<file path="src/rtl/math_rp_pkg.sv">
// ============================================================================
// Module      : math_rp_pkg
// Description : Shared types and elaboration helpers for the math_rp pipeline.
// Revision    : 1.0 - initial release
// ============================================================================
`default_nettype none

package math_rp_pkg;

  // Operation selected per beat
  typedef enum logic [1:0] {
    MODE_ADD    = 2'd0,
    MODE_TRIPLE = 2'd1,
    MODE_SUB    = 2'd2,
    MODE_ACC    = 2'd3
  } mode_t;

  // Result must hold the largest TRIPLE value 3*(2^IN_W-1) without wrapping
  function automatic bit widths_ok(input int in_w, input int out_w);
    return (out_w >= in_w + 2);
  endfunction

endpackage

`default_nettype wire

</file>
<file path="src/rtl/math_rp_alu.sv">
// ============================================================================
// Module      : math_rp_alu
// Description : Combinational first-stage datapath: zero-extend operands to
//               the result width and compute ADD / TRIPLE / SUB. ACC beats
//               produce the plain operand sum; the accumulate happens in S2.
// Revision    : 1.0 - initial release
// ============================================================================
`default_nettype none

module math_rp_alu
  import math_rp_pkg::*;
#(
  parameter int IN_W  = 4,
  parameter int OUT_W = 8
) (
  input  logic [IN_W-1:0]  in1_i,
  input  logic [IN_W-1:0]  in2_i,
  input  mode_t            mode_i,
  output logic [OUT_W-1:0] res_o
);

  logic [OUT_W-1:0] a_ext;
  logic [OUT_W-1:0] b_ext;

  assign a_ext = {{(OUT_W-IN_W){1'b0}}, in1_i};
  assign b_ext = {{(OUT_W-IN_W){1'b0}}, in2_i};

  // Select the operation; SUB wraps naturally in OUT_W bits
  always_comb begin
    res_o = '0;
    unique case (mode_i)
      MODE_ADD:    res_o = a_ext + b_ext;
      MODE_TRIPLE: res_o = (a_ext << 1) + b_ext;
      MODE_SUB:    res_o = a_ext - b_ext;
      MODE_ACC:    res_o = a_ext + b_ext;
      default:     res_o = '0;
    endcase
  end

endmodule

`default_nettype wire

</file>
<file path="src/rtl/math_rp_pipe.sv">
// ============================================================================
// Module      : math_rp_pipe
// Description : Two-stage valid/ready arithmetic pipeline with a saturating
//               accumulator, sticky overflow flag and consumed-result counter.
// Revision    : 1.0 - initial release
// ============================================================================
`default_nettype none

module math_rp_pipe
  import math_rp_pkg::*;
#(
  parameter int IN_W  = 4,
  parameter int OUT_W = 8,
  parameter int CNT_W = 16
) (
  input  logic             clk,
  input  logic             reset_vio_n,
  input  logic             in_valid,
  output logic             in_ready,
  input  logic [IN_W-1:0]  in1,
  input  logic [IN_W-1:0]  in2,
  input  logic [1:0]       mode,
  input  logic             clear,
  output logic             out_valid,
  input  logic             out_ready,
  output logic [OUT_W-1:0] out,
  output logic             overflow,
  output logic [CNT_W-1:0] op_count
);

  if (!widths_ok(IN_W, OUT_W)) begin : g_width_check
    $error("math_rp_pipe: OUT_W must be >= IN_W+2");
  end

  logic             s1_v_q;
  logic [OUT_W-1:0] s1_res_q;
  mode_t            s1_mode_q;
  logic             s2_v_q;
  logic [OUT_W-1:0] out_q;
  logic [OUT_W-1:0] acc_q;
  logic             ovf_q;
  logic [CNT_W-1:0] cnt_q;

  logic             s1_adv;
  logic             s2_adv;
  logic             xfer;
  logic [OUT_W-1:0] alu_res;
  logic [OUT_W-1:0] acc_base;
  logic [OUT_W:0]   acc_sum;
  logic             acc_sat;
  logic [OUT_W-1:0] acc_d;

  math_rp_alu #(
    .IN_W  (IN_W),
    .OUT_W (OUT_W)
  ) u_alu (
    .in1_i  (in1),
    .in2_i  (in2),
    .mode_i (mode_t'(mode)),
    .res_o  (alu_res)
  );

  assign s2_adv   = !s2_v_q || out_ready;
  assign s1_adv   = !s1_v_q || s2_adv;
  assign in_ready = s1_adv;
  assign xfer     = s1_v_q && s2_adv;

  // A coinciding clear zeroes the accumulator before this beat is added
  assign acc_base = clear ? '0 : acc_q;
  assign acc_sum  = {1'b0, acc_base} + {1'b0, s1_res_q};
  assign acc_sat  = acc_sum[OUT_W];
  assign acc_d    = acc_sat ? {OUT_W{1'b1}} : acc_sum[OUT_W-1:0];

  // Stage 1: capture ALU result and mode when the stage can advance
  always_ff @(posedge clk or negedge reset_vio_n) begin
    if (!reset_vio_n) begin
      s1_v_q    <= 1'b0;
      s1_res_q  <= '0;
      s1_mode_q <= MODE_ADD;
    end else if (s1_adv) begin
      s1_v_q <= in_valid;
      if (in_valid) begin
        s1_res_q  <= alu_res;
        s1_mode_q <= mode_t'(mode);
      end
    end
  end

  // Stage 2: output register, loaded with the new accumulator for ACC beats
  always_ff @(posedge clk or negedge reset_vio_n) begin
    if (!reset_vio_n) begin
      s2_v_q <= 1'b0;
      out_q  <= '0;
    end else if (s2_adv) begin
      s2_v_q <= s1_v_q;
      if (s1_v_q) begin
        out_q <= (s1_mode_q == MODE_ACC) ? acc_d : s1_res_q;
      end
    end
  end

  // Accumulator and sticky overflow; clear alone resets both
  always_ff @(posedge clk or negedge reset_vio_n) begin
    if (!reset_vio_n) begin
      acc_q <= '0;
      ovf_q <= 1'b0;
    end else if (xfer && (s1_mode_q == MODE_ACC)) begin
      acc_q <= acc_d;
      ovf_q <= (ovf_q && !clear) || acc_sat;
    end else if (clear) begin
      acc_q <= '0;
      ovf_q <= 1'b0;
    end
  end

  // Count consumed results, wrapping at all-ones
  always_ff @(posedge clk or negedge reset_vio_n) begin
    if (!reset_vio_n) begin
      cnt_q <= '0;
    end else if (s2_v_q && out_ready) begin
      cnt_q <= cnt_q + 1'b1;
    end
  end

  assign out_valid = s2_v_q;
  assign out       = out_q;
  assign overflow  = ovf_q;
  assign op_count  = cnt_q;

endmodule

`default_nettype wire

</file>
<file path="config.mk">
export PLATFORM = sky130hd
export DESIGN_NAME = math_rp_pipe
export DESIGN_NICKNAME = d
export VERILOG_FILES = /design/src/rtl/math_rp_pkg.sv /design/src/rtl/math_rp_alu.sv /design/src/rtl/math_rp_pipe.sv
export SDC_FILE = /design/constraint.sdc
export NUM_CORES = 1
export LEC_CHECK = 0
export CAP_MARGIN = 20
export CORE_MARGIN = 4
export CORE_UTILIZATION = 51
export CTS_BUF_LIST = sky130_fd_sc_hd__clkbuf_4
export CTS_CLUSTER_DIAMETER = 100
export DETAILED_ROUTE_END_ITERATION = 8
export PLACE_DENSITY = 0.79
export SYNTH_ARGS = -nofsm -noshare
export SYNTH_HDL_FRONTEND = slang
export SYNTH_SLANG_ARGS = --single-unit
</file>
<file path="constraint.sdc">
create_clock -name clk -period 2 [get_ports clk]
set_input_delay 0.4 -clock clk [delete_from_list [all_inputs] [get_ports clk]]
set_output_delay 0.4 -clock clk [all_outputs]
set_load 0.05 [all_outputs]
</file>
**Word-level counts from Yosys, hierarchy flattened**

Cells that the tools add are included.
Widths: inputs -> output; s select.

- Register bits: 45
- Input bits: 15
- Output and inout port bits: 27
- Word-level logic and storage cells: 39

- Add/sub/neg operators: 5
- Equality and inequality tests: 4
- Muxes and demuxes: 7
- Reduce and logical (&&, ||, !) cells: 15

Operators by type and width:

| cell | count |
|---|---|
| $mux 8 | 4 |
| $pmux 8 s3 | 1 |
| $add 16x1->16 const B | 1 |
| $add 8x8->9 | 1 |
| $add 5x4->6 | 1 |
| $eq 2x2->1 const B | 3 |
| $add 4x4->5 | 1 |
| $sub 4x4->5 | 1 |
| $logic_and 1x1->1 | 4 |
| $reduce_and 2->1 | 2 |
| $logic_not 1->1 | 3 |
| $logic_or 1x1->1 | 3 |
| $eq 2x1->1 const B | 1 |
| $logic_not 2->1 | 1 |
| $mux 1 | 2 |
| $reduce_bool 2->1 | 1 |
| $reduce_or 2->1 | 1 |

**Longest topological paths before layout**

- Depth after elaboration: 5
- Gate-level depth with buffers: 9
- Depth with buffers taken out: 9

**Cells and area by module**

Synthesis repeated with hierarchy kept, for this count alone.

- Cell total of the unflattened synthesis: 291
- Area total of the unflattened synthesis: 2859.0 µm²

By module, submodules not included:

| module | instances | cells each | area an instance (µm²) |
|---|---|---|---|
| math_rp_pipe | 1 | 221 | 2313.5 |
| math_rp_alu | 1 | 70 | 545.5 |

**Worst setup path after synthesis**

Ideal clock, no wire load.

- Path kind: register to register
- Start: reg acc_q[0]
- End: reg out_q[7], in the netlist out[7]
- Library setup time: 0.132 ns
- Arrival time: 1.962 ns
- Data required time: 1.868 ns
- Setup slack: -0.094 ns
- Cell stages (with the launch flop): 9
- Path through: dfrtp_1 > nor2b_1 > ha_1 > fa_1 > a21oi_1 > o211a_4 > o21ai_4 > nor4b_2 > nor3b_2

- Cells in the longest elaborated chain, start to end: 4

Ends and longest elaborated chain:

| what | line | text |
|---|---|---|
| start: declaration | math_rp_pipe.sv:40 | `logic [OUT_W-1:0] acc_q;` |
| start signal: assignment | math_rp_pipe.sv:105 | `acc_q <= '0;` |
| start signal: assignment | math_rp_pipe.sv:108 | `acc_q <= acc_d;` |
| start signal: assignment | math_rp_pipe.sv:111 | `acc_q <= '0;` |
| $mux 8 | - |  |
| $add 8x8->9 | math_rp_pipe.sv:70 | `assign acc_sum = {1'b0, acc_base} + {1'b0, s1_res_q};` |
| $mux 8 | math_rp_pipe.sv:72 | `assign acc_d = acc_sat ? {OUT_W{1'b1}} : acc_sum[OUT_W-1:0];` |
| $mux 8 | math_rp_pipe.sv:97 | `out_q <= (s1_mode_q == MODE_ACC) ? acc_d : s1_res_q;` |
| end signal: assignment | math_rp_pipe.sv:97 |  |
| end: declaration | math_rp_pipe.sv:39 | `logic [OUT_W-1:0] out_q;` |

No other way between the ends.
A chain may end at the register's enable or synchronous reset.

**Final worst setup path**

- Start: reg acc_q[0]
- End: reg acc_q[0]

- Cells in the longest elaborated chain, start to end: 4

Ends and longest elaborated chain:

| what | line | text |
|---|---|---|
| $mux 8 (*) | - |  |
| $add 8x8->9 | math_rp_pipe.sv:70 |  |
| $mux 8 | math_rp_pipe.sv:72 |  |
| $mux 8 (*) | math_rp_pipe.sv:107 | `end else if (xfer && (s1_mode_q == MODE_ACC)) begin` |

Mark *: on every way between the ends. The rest lies on a longest branch, timed or not.

==> metrics.md <==
| Metric | Value |
|---|---|
| Status | complete, but fails checks |
| Failing checks | negative setup slack |
| Worst EP arrival | 2.35 ns |
| Clock sinks | 44 |
| Min-Delay Path Class | in -> async |
| Final standard cell area without fillers | roughly 3800 um^2 |
| Total die area | 6590 um^2 |
| Area growth from synthesis to final layout | 38.3% |
| Maximum number of pins on one net before global-route repair | 45 |
| Largest stage delay on the critical path | 0.40 ns |
| Startpoint kind of the worst setup timing path | flip-flop |
| Number of antenna violations at the first check in global routing | 0 |
| Mapped cell area | 2730 um^2 |
| Crit path buf inv count | 0 |
| Clk slew on worst S/H paths | 0.14 ns |
| Max-slew headroom | 62.8% |
| Port Buf Inserts | around 40 |
| Area leader, netlist | sky130_fd_sc_hd__dfrtp_1 |
| Number of distinct library cells after synthesis | 46 |
| Crit path capture type | flip-flop |
| Number of logic stages on the critical path including buffering | 8 |
| Top cell type's share of synthesized area | 40.3% |
| FP Rows | 26 |
| Top flip-flop cell by instance count after synthesis | sky130_fd_sc_hd__dfrtp_1 |
| Total of flip-flops plus latches after synthesis | 44 |
| Worst Tran Pin Value | 0.558 ns |
| Crit path cell chain | nor2b_4 > ha_4 > fa_2 > a21oi_2 > o211a_4 > o21ai_4 > o21ai_2 > a21bo_1 |
| Clock skew after layout | 0.0193 ns |
| Core area | 5140 um^2 |
| Clk Latency, worst-skew pair | 0.37 ns |
| Top cells by area, synth | sky130_fd_sc_hd__dfrtp_1 40%, sky130_fd_sc_hd__ha_1 10%, sky130_fd_sc_hd__xnor2_1 4.5%, sky130_fd_sc_hd__nand2_1 4.3%, sky130_fd_sc_hd__nor2_1 3.2% |
| Kind of critical path | reg -> reg |
| Maximum level of the CTS H-tree | 2 |
| Cell total after placement | 440 |
| Die W | between 80 and 90 um |
| Data required time at the worst endpoint | 2.27 ns |
| RSZ-0062 raised after global routing | true |
| Count of nets left with antenna violations after detail routing | 0 |
| PnR worst setup slack | -0.0805 ns |
| Finished Layout Cells | between 400 and 500 |
| FF-to-FF setup slack | -0.08 ns |
| Worst hold margin | 0.0750 ns |
| Gate count after technology mapping | 287 |
| Maximum Capacitance Violations | 0 |
| FFs w/ async S/R, synth | 100% |
| Synthesis Warnings | 0 |
| Largest driver fanout on the critical path | 8 |
| Remaining Overflow, GRT | 0 |
| Utilization after layout | 73.5% |
| Routed via count divided by cell count | 5.43 |
| Seq/Total Area, Yosys | 40.3% |
| Commonest cells post-synth | 44 x sky130_fd_sc_hd__dfrtp_1, 31 x sky130_fd_sc_hd__nand2_1, 23 x sky130_fd_sc_hd__nor2_1 |
| CTS Buffer Depth | 2 |
| Max-slew violation count | 0 |
| Clk Tree Root Cell | sky130_fd_sc_hd__clkbuf_4 |
| Number of synthesized flops with an enable pin | 0 |
| Post-placement setup slack | -0.659 ns |
| Net total in the final layout | 422 |
| Number of buffers created by CTS | 5 |
| WL final | 6790 um |
| Routed length per placed instance | 15.0 um |
| Maximum achievable frequency | 0.481 GHz |
| Total of fill cells in the finished design | just over 400 |
| Worst vdd rail ir drop | 0.549 mV |
| Leakage component of the power | 1.95 nW |
| Starting density of the core | a little over half |
| Average cell area after synthesis | between 9 and 10 um^2 |
| Die H | 81.2 um |
| Syn Nets | approximately 330 |
| Final count of negative-setup-slack endpoints | 13 |
| Dominant delay contributor by cell family on the critical path | compound AO/OA/AOI/OAI gates |
| I/O pin count | 42 |
| Detail Placement HPWL | 4960 um |
| Remaining routing DRC violations | 0 |
| DR pass1 iterations | 5 |
| Crit path time final | 2.08 ns |
| Period utilization | 104% |
| Total global routing track utilization | 21.5% |
| Count of final hold-check violations | 0 |
| CTS tree | built |
| Initial detailed-routing violation count | 155 |
| Last weighted congestion value of the routability-driven placer | 0.842 |
| Share of final-layout standard cells stronger than drive strength 1 | 24.6% |
| Wire length of the first global-routing pass | 10900 um |
| Antenna diode count | 0 |
| Most numerous cell in the Yosys netlist | sky130_fd_sc_hd__dfrtp_1 |
| Vias in the first global route | around 2.4k |
| Power density over the cells | 828 nW/um^2 |
| Worst reg2reg path depth | 8 |
| Total placed instance area | 3560 um^2 |
| Highest-delay cell along the critical path | sky130_fd_sc_hd__dfrtp_1 |
| Number of vias after detailed routing | 2455 |
==> report_power, final <==
part	switching (mW)	leakage (nW)	internal, mW
registers	0.147	0.564	1.05
clock network	0.289	0.0428	0.261
logic	0.850	1.35	0.535
total	1.29	1.95	1.84
==> kinds of logic after synthesis <==
| family | share of synthesized area [%] |
|---|---|
| fa+ha+maj | 13.0 |
| compound gates | 13.8 |
| flops | 40.3 |
| xor+xnor | 6.41 |
| mux | 1.51 |
| buf+inv | 3.43 |
| simple gates | 21.6 |
==> worst paths after layout <==
check / endpoint / start
worst max-delay path: acc_q[0]$_DFF_PN0_ / acc_q[0]$_DFF_PN0_
worst min-delay path: op_count[13]$_DFFE_PN0P_ / reset_vio_n
worst max register to register: acc_q[0]$_DFF_PN0_ / acc_q[0]$_DFF_PN0_
worst min register to register: op_count[15]$_DFFE_PN0P_ / op_count[15]$_DFFE_PN0P_
max in group asynchronous: out[5]$_DFFE_PN0P_ / reset_vio_n
min in group clk: op_count[15]$_DFFE_PN0P_ / op_count[15]$_DFFE_PN0P_
==> area by class of cell <==
class                           instances  area, um^2  area share (%)
Timing Repair Buffer                   91         773            20.5
Sequential cell                        44        1100            29.1
Multi-Input combinational cell        219        1660            44.0
Clock inverter                          3        42.5            1.13
Tap cell                               70        87.6            2.32
Clock buffer                            5        37.5           0.993
Inverter                               20        75.1            1.99
==> registers in the layout, summed over array words and instances (netlist names) <==
| signal | cells |
|---|---|
| op_count | 16 |
| acc_q | 8 |
| out | 8 |
| s1_res_q | 7 |
| s1_mode_q | 2 |
| out_valid | 1 |
| overflow | 1 |
| s1_v_q | 1 |
==> worst register-to-register path, cell delays in order, from the launching register on <==
cell,delay [ns]
sky130_fd_sc_hd__dfrtp_1,0.40
sky130_fd_sc_hd__nor2b_4,0.14
sky130_fd_sc_hd__ha_4,0.17
sky130_fd_sc_hd__fa_2,0.35
sky130_fd_sc_hd__a21oi_2,0.18
sky130_fd_sc_hd__o211a_4,0.19
sky130_fd_sc_hd__o21ai_4,0.12
sky130_fd_sc_hd__o21ai_2,0.21
sky130_fd_sc_hd__a21bo_1,0.23
==> per-layer routing <==
metal	global-route usage, %	wire length [um]	vias up
li1	-	-	1179
met1	25.3	2740	1196
met2	39.6	3560	69
met3	4.21	353	11
met4	5.91	137	0
met5	0	0	-
==> timing repair <==
item | CTS | global route
pin swaps | 10 | 7
hold buffers | 0 | 0
setup endpoints to repair | 31 | 24
buffers inserted | 1 | 3
cloned | 0 | 0
gates resized for setup | 27 | 20
==> cell usage in the layout, fill, tap and decap left out, types with 9 or more instances in the layout <==
cell type and count:
sky130_fd_sc_hd__ha_1 19, sky130_fd_sc_hd__clkdlybuf4s50_1 17, sky130_fd_sc_hd__o21ai_0 11, sky130_fd_sc_hd__inv_1 20, sky130_fd_sc_hd__nand3_1 11, sky130_fd_sc_hd__xnor2_1 14, sky130_fd_sc_hd__buf_4 53, sky130_fd_sc_hd__nor2_1 23
sky130_fd_sc_hd__dfrtp_1 44, sky130_fd_sc_hd__nand2_1 31, sky130_fd_sc_hd__nor2b_1 9, sky130_fd_sc_hd__dlygate4sd2_1 13, sky130_fd_sc_hd__a21oi_1 12
==> through the flow <==
| stage | total power, mW | setup TNS [ns] |
|---|---|---|
| 2_1_floorplan | 2.03 | 0 |
| 3_3_place_gp | 2.51 | -10.52 |
| 3_5_place_dp | 2.55 | -12.24 |
| 4_1_cts | 3.09 | -0.0236 |
| 5_1_grt | 3.30 | -1.42 |
| 6_report | 3.13 | -0.476 |
(Power assumes the default switching activity.)
